[config.mk]
export PLATFORM = sky130hd
export DESIGN_NAME = alu_bcd_conv
export DESIGN_NICKNAME = d
export VERILOG_FILES = /design/src/rtl/alu_bcd_conv.sv
export SDC_FILE = /design/constraint.sdc
export NUM_CORES = 1
export LEC_CHECK = 0
export CAP_MARGIN = 20
export CORE_MARGIN = 2
export CORE_UTILIZATION = 50
export DETAILED_ROUTE_END_ITERATION = 6
export PLACE_DENSITY = 0.71
export SYNTH_ARGS = -nofsm -noshare
export SYNTH_HDL_FRONTEND = slang
export SYNTH_SLANG_ARGS = --single-unit
[constraint.sdc]
create_clock -name clk -period 2.35 [get_ports clk]
set_clock_uncertainty 0.2 [all_clocks]
set_input_delay 0.5875 -clock clk [delete_from_list [all_inputs] [get_ports clk]]
set_output_delay 0.5875 -clock clk [all_outputs]
set_load 0.1 [all_outputs]
[src/rtl/alu_bcd_conv.sv]
// ALU result to packed BCD converter: iterative shift-add-3 with sign, overflow
// and leading-zero blanking for the display driver. Divide mode converts quotient/remainder separately.
//
// state | meaning
// IDLE  | waiting for start; outputs hold the last result
// SHIFT | one add-3/shift step per clock, N steps total
// DONE  | one-cycle done pulse, then back to IDLE
module alu_bcd_conv #(
  parameter int WIDTH  = 6,
  parameter int DIGITS = 4
) (
  input  logic                  clk,
  input  logic                  rst_n,
  input  logic                  start_i,
  input  logic [2*WIDTH-1:0]    value_i,
  input  logic [1:0]            func_i,
  input  logic                  ovf_i,
  output logic                  busy_o,
  output logic                  done_o,
  output logic [4*DIGITS-1:0]   bcd_o,
  output logic [DIGITS-1:0]     blank_o,
  output logic                  neg_o,
  output logic                  err_o
);

  localparam int CW = $clog2(2*WIDTH+1);
  localparam int BW = 4*DIGITS;
  localparam int HW = 2*DIGITS;

  typedef enum logic [1:0] {IDLE, SHIFT, DONE} state_t;

  state_t             state_q;
  logic [CW-1:0]      cnt_q;
  logic [2*WIDTH-1:0] bin_q, bin_d;
  logic [BW-1:0]      scr_q, scr_d, scr_adj;
  logic               div_q, neg_cap_q, ovf_cap_q;
  logic               done_q, neg_q, err_q;
  logic [BW-1:0]      bcd_q;
  logic [DIGITS-1:0]  blank_q, blank_d;
  logic [WIDTH-1:0]   mag;

  assign mag = ~value_i[WIDTH-1:0] + 1'b1;

  always_comb begin
    scr_adj = scr_q;
    for (int i = 0; i < DIGITS; i++) begin
      if (scr_q[4*i +: 4] >= 4'd5) scr_adj[4*i +: 4] = scr_q[4*i +: 4] + 4'd3;
    end
    if (div_q) begin
      // Quotient feeds the upper field, remainder the lower; no carry between them.
      scr_d = {scr_adj[BW-2:HW], bin_q[2*WIDTH-1], scr_adj[HW-2:0], bin_q[WIDTH-1]};
      bin_d = {bin_q[2*WIDTH-2:WIDTH], 1'b0, bin_q[WIDTH-2:0], 1'b0};
    end else begin
      scr_d = {scr_adj[BW-2:0], bin_q[2*WIDTH-1]};
      bin_d = {bin_q[2*WIDTH-2:0], 1'b0};
    end
  end

  always_comb begin
    logic seen;
    blank_d = '0;
    seen    = 1'b0;
    for (int i = DIGITS-1; i >= 0; i--) begin
      if (div_q && i == DIGITS/2-1) seen = 1'b0;
      seen = seen | (scr_d[4*i +: 4] != 4'd0);
      blank_d[i] = !seen && (i != 0) && !(div_q && i == DIGITS/2);
    end
  end

  always_ff @(posedge clk or negedge rst_n) begin
    if (!rst_n) begin
      state_q   <= IDLE;
      cnt_q     <= '0;
      bin_q     <= '0;
      scr_q     <= '0;
      div_q     <= 1'b0;
      neg_cap_q <= 1'b0;
      ovf_cap_q <= 1'b0;
      done_q    <= 1'b0;
      bcd_q     <= '0;
      blank_q   <= '0;
      neg_q     <= 1'b0;
      err_q     <= 1'b0;
    end else begin
      done_q <= 1'b0;
      case (state_q)
        IDLE: if (start_i) begin
          state_q   <= SHIFT;
          scr_q     <= '0;
          ovf_cap_q <= ovf_i;
          div_q     <= (func_i == 2'b11);
          cnt_q     <= (func_i == 2'b11) ? CW'(WIDTH) : CW'(2*WIDTH);
          neg_cap_q <= 1'b0;
          bin_q     <= value_i;
          if (!func_i[1]) begin
            if (value_i[WIDTH-1]) begin
              bin_q     <= {{WIDTH{1'b0}}, mag};
              neg_cap_q <= 1'b1;
            end else begin
              bin_q     <= {{WIDTH{1'b0}}, value_i[WIDTH-1:0]};
            end
          end
        end
        SHIFT: begin
          scr_q <= scr_d;
          bin_q <= bin_d;
          cnt_q <= cnt_q - 1'b1;
          if (cnt_q == CW'(1)) begin
            state_q <= DONE;
            done_q  <= 1'b1;
            bcd_q   <= scr_d;
            blank_q <= blank_d;
            neg_q   <= neg_cap_q;
            err_q   <= ovf_cap_q;
          end
        end
        default: state_q <= IDLE;
      endcase
    end
  end

  assign busy_o  = (state_q == SHIFT);
  assign done_o  = done_q;
  assign bcd_o   = bcd_q;
  assign blank_o = blank_q;
  assign neg_o   = neg_q;
  assign err_o   = err_q;

endmodule

; ---- Word-level counts from Yosys, hierarchy flattened
; Index checks and enable logic that the tools add are counted.
[totals]
output_inout_bits = 24
register_bits = 59
[op_classes]
bitwise = 3
n_eq_ne = 5
order_cmp = 4
n_reduce_logical = 14
mux = 23
n_addsub = 6
[op_table]
columns = operator, count
row1 = $pmux 16 s2, 1
row2 = $mux 12, 2
row3 = $pmux 12 s2, 1
row4 = $mux 4, 5
row5 = $ge 4x3->1 const B, 4
row6 = $mux 16, 1
row7 = $add 4x2->4 const B, 3
row8 = $reduce_bool 4->1, 3
row9 = $mux 9, 1
row10 = $pmux 4 s2, 1
row11 = $reduce_and 2->1, 4
row12 = $mux 7, 1
row13 = $add 6x1->6 const B, 1
row14 = $mux 6, 1
row15 = $not 6->6, 1
row16 = $mux 1, 5
row17 = $eq 4x1->1 const B, 1
row18 = $logic_not 1->1, 4
row19 = $mux 2, 2
row20 = $pmux 2 s2, 1
row21 = $sub 4x1->4 const B, 1
row22 = $add 3x2->3 const B, 1
row23 = $mux 3, 1
row24 = $eq 2x1->1 const B, 1
row25 = other kinds (7), 8

; ---- Longest topological paths before layout
[depth]
ltp_word = 8
depth_mapped = 8

; ---- Worst setup path before layout
; Ideal clock, no wire load.
[synth_path]
path_type = register to output
from = reg state_q[1]
to = out busy_o
setup_slack_ns = 0.321
t_arrival_ns = 1.241
path_stages_with_launch = 5
path_buffers = 2
required_time_ns = 1.562
cell_sequence = dfrtp_1 nand2b_1 buf_6 inv_6 buf_2
[synth_via]
elab_chain_len = 1
[synth_lines]
columns = item, line_no
row1 = from (decl), 32  ; state_t state_q;
row2 = from (signal assigned), 72  ; state_q <= IDLE;
row3 = from (signal assigned), 88  ; state_q <= SHIFT;
row4 = from (signal assigned), 109  ; state_q <= DONE;
row5 = $eq 2x1->1, 122  ; assign busy_o = (state_q == SHIFT);
row6 = to (decl), 18  ; output logic busy_o,
; No other way between the ends.

; ---- Final worst setup path
; Same ends and word-level chain as after synthesis.

==> results.ini <==
[grt]
grt_pass1_vias = 2244
grt_pass1_wl_mm = 10.72
grt_usage_pct = 22.05
antenna_found_initial = 0
overflow = 0
grt_max_degree = 60

[place]
io_buffers = 40
gp_congestion = 0.8208
dp_hpwl_mm = 4.414
place_ws_ns = 0.05552

[route]
wirelength_mm = 6.331
dr.first_iter.drc_count = 186
firstDrtPassIters = 4
vias = 2346
vias_per_cell = 5.481
drcViolationCount = 0
ant_nets = 0
wl_per_cell_um = 14.79

[synth]
synth.area.top_cells = dfrtp_1, nand2_1, o21ai_0
synth.ff_latch_count = 59
netlist_area_sq_mm = 0.002913
synth_top_area_share_pct = 50.69
syn_avg_cell_area_sq_um = 9.582
yosys.area.top_type = dfrtp_1
ys_seq_area_share_pct = 50.69
synthCells = 304
synth_cell_types = 48
ys_warn_count = 0
synth_nets = 333

[sta]
hold_viol_final = 0
setup_tns_ns = 0
relSlewSlack_pct = 63.92
fin_crit_sh_pct = 93.72
holdWs_ns = 0.04159
slew_viol_final = 0
fin_ws_ns = 0.1476
tightest_slew_ns = 0.5413
rsz0062_at_grt = no
finalSetupViolCount = 0
clock.fmax_ghz = 0.4540
finalCriticalPeriod_ns = 2.202

[floorplanning]
die_y_um = 80.33
design.die.area_sq_mm = 0.006452
die_x_um = 80.33
start_util_pct = 52.26
io_pins = 42
core_sq_mm = 0.005574
num_rows = 27

[finish]
multi_input_area_sq_mm = 0.001276
drive_gt1_share_pct = 17.42
final_common_cell = dfrtp_1
layout.nets = 380
final_cell_mix = dfrtp_1, nand2_1, o21ai_0, buf_4, inv_1
area_delta_synth_final_pct = 23.63
utilization_pct = 64.60
antenna_cells = 0
fillers = 475
ff_latch_area_sq_mm = 0.001476

[clock_tree]
cts_made_buffers = 9
clockRootBuffer = clkbuf_8
clk_path_buf_depth = 2
clock_latency_ns = 0.34
clk_pin_slew_ns = 0.07
post-cts-setup-buffers = 0
hold_buffers = 0
cts.htree.levels = 3
post_cts_resized = 0
tritoncts = done
numClockSinks = 59

[setup_path]
r2r_start = scr_q[12]
critical_path.slowest_cell = dfrtp_1
slowest_delay_ns = 0.44
r2r_end = blank_o[2]
critPathLaunchType = flip-flop
crit_required_ns = 1.56
critPathArrivalTime_ns = 1.41
path_class = reg2out
path_cells = nand2b_1 > inv_6 > buf_12
critPathMaxFanout = 14
r2r_setup_slack_ns = 0.21
r2r_cells = 7
path_buf_inv = 2
endpoint_kind = primary output
cpLargestDelayFamily = flip-flops

[status]
status = finished clean

[job]
maxCapViolCount = 0

[min_path]
hold_path_class = in2async

==> flip-flops by register name (all words and copies together) (netlist names) <==
signal     cells
blank_o        3
cnt_q          4
err_o          1
bin_q         12
div_q          1
neg_o          1
scr_q         16
ovf_cap_q      1
bcd_o         16
done_o         1
state_q        2
neg_cap_q      1
==> layer usage <==
layer | routed length [um] | share of wire, % | global-route usage [%]
met5 | 0 | 0 | 0
met4 | 85 | 1.3 | 8.136
met3 | 323 | 5.1 | 6.854
met2 | 3083 | 49 | 35.25
met1 | 2838 | 45 | 28.15
==> cell families (layout without fill, tap and decap cells) <==
kind of cell	Yosys count	in the layout	share of synthesized area, %
other	1	1	0.1287
muxes	5	5	1.847
xor gates and xnor gates	7	7	2.105
buffers and inverters	35	87	5.627
DFF	59	59	50.69
AOI/OAI and AO/OA	83	83	17.74
and+or+nand+nor	103	103	17.14
adders and majority gates	11	11	4.725
==> worst max path at each step <==
stage | startpoint | end | slack [ns] | cells after the start
floorplan | state_q[1] | busy_o | 0.32 | 4
global placement | start_i | bin_q[7] | 0.08 | 5
detailed placement | start_i | bin_q[9] | 0.06 | 5
CTS | scr_q[12] | blank_o[2] | 0.11 | 7
global route | scr_q[13] | blank_o[2] | 0.07 | 7
finish | state_q[1] | busy_o | 0.15 | 3
==> layout make-up <==
class	count	area share, %
Timing Repair Buffer	48	12.09
Multi-Input combinational cell	210	35.44
Inverter	23	2.675
Clock inverter	5	2.085
Sequential cell	59	41.00
Tap cell	72	2.502
Clock buffer	11	4.204
==> metrics by stage <==
step / instances / area, sq um
after floorplan: 304 / 2913
after global placement: 412 / 3371
after detailed placement: 412 / 3371
after CTS: 428 / 3597
after global routing: 428 / 3601
final: 428 / 3601
==> synthesized netlist by cell type, drive strengths merged <==
cell,number
mux2i,2
a32o,1
nand4,2
o22ai,9
nor3b,5
dfrtp,59
buf,8
o22a,1
nand2b,6
mux2,3
a211oi,1
a41oi,1
clkbuf,4
and2b,1
or3b,1
o211ai,1
and3b,1
a31oi,5
nor3,5
ha,11
nand2,51
inv,23
nor2,17
nand3,5
and2,1
a222oi,4
a221oi,2
o31ai,2
or3,1
nor2b,4
a21oi,12
xnor2,5
conb,1
o21ai,38
xor2,2
nor4b,1
a22oi,5
a2bb2oi,1
and3,2
Power is not shown: default switching activity piles up to over one toggle a cycle in this logic, so the estimate is an artifact.
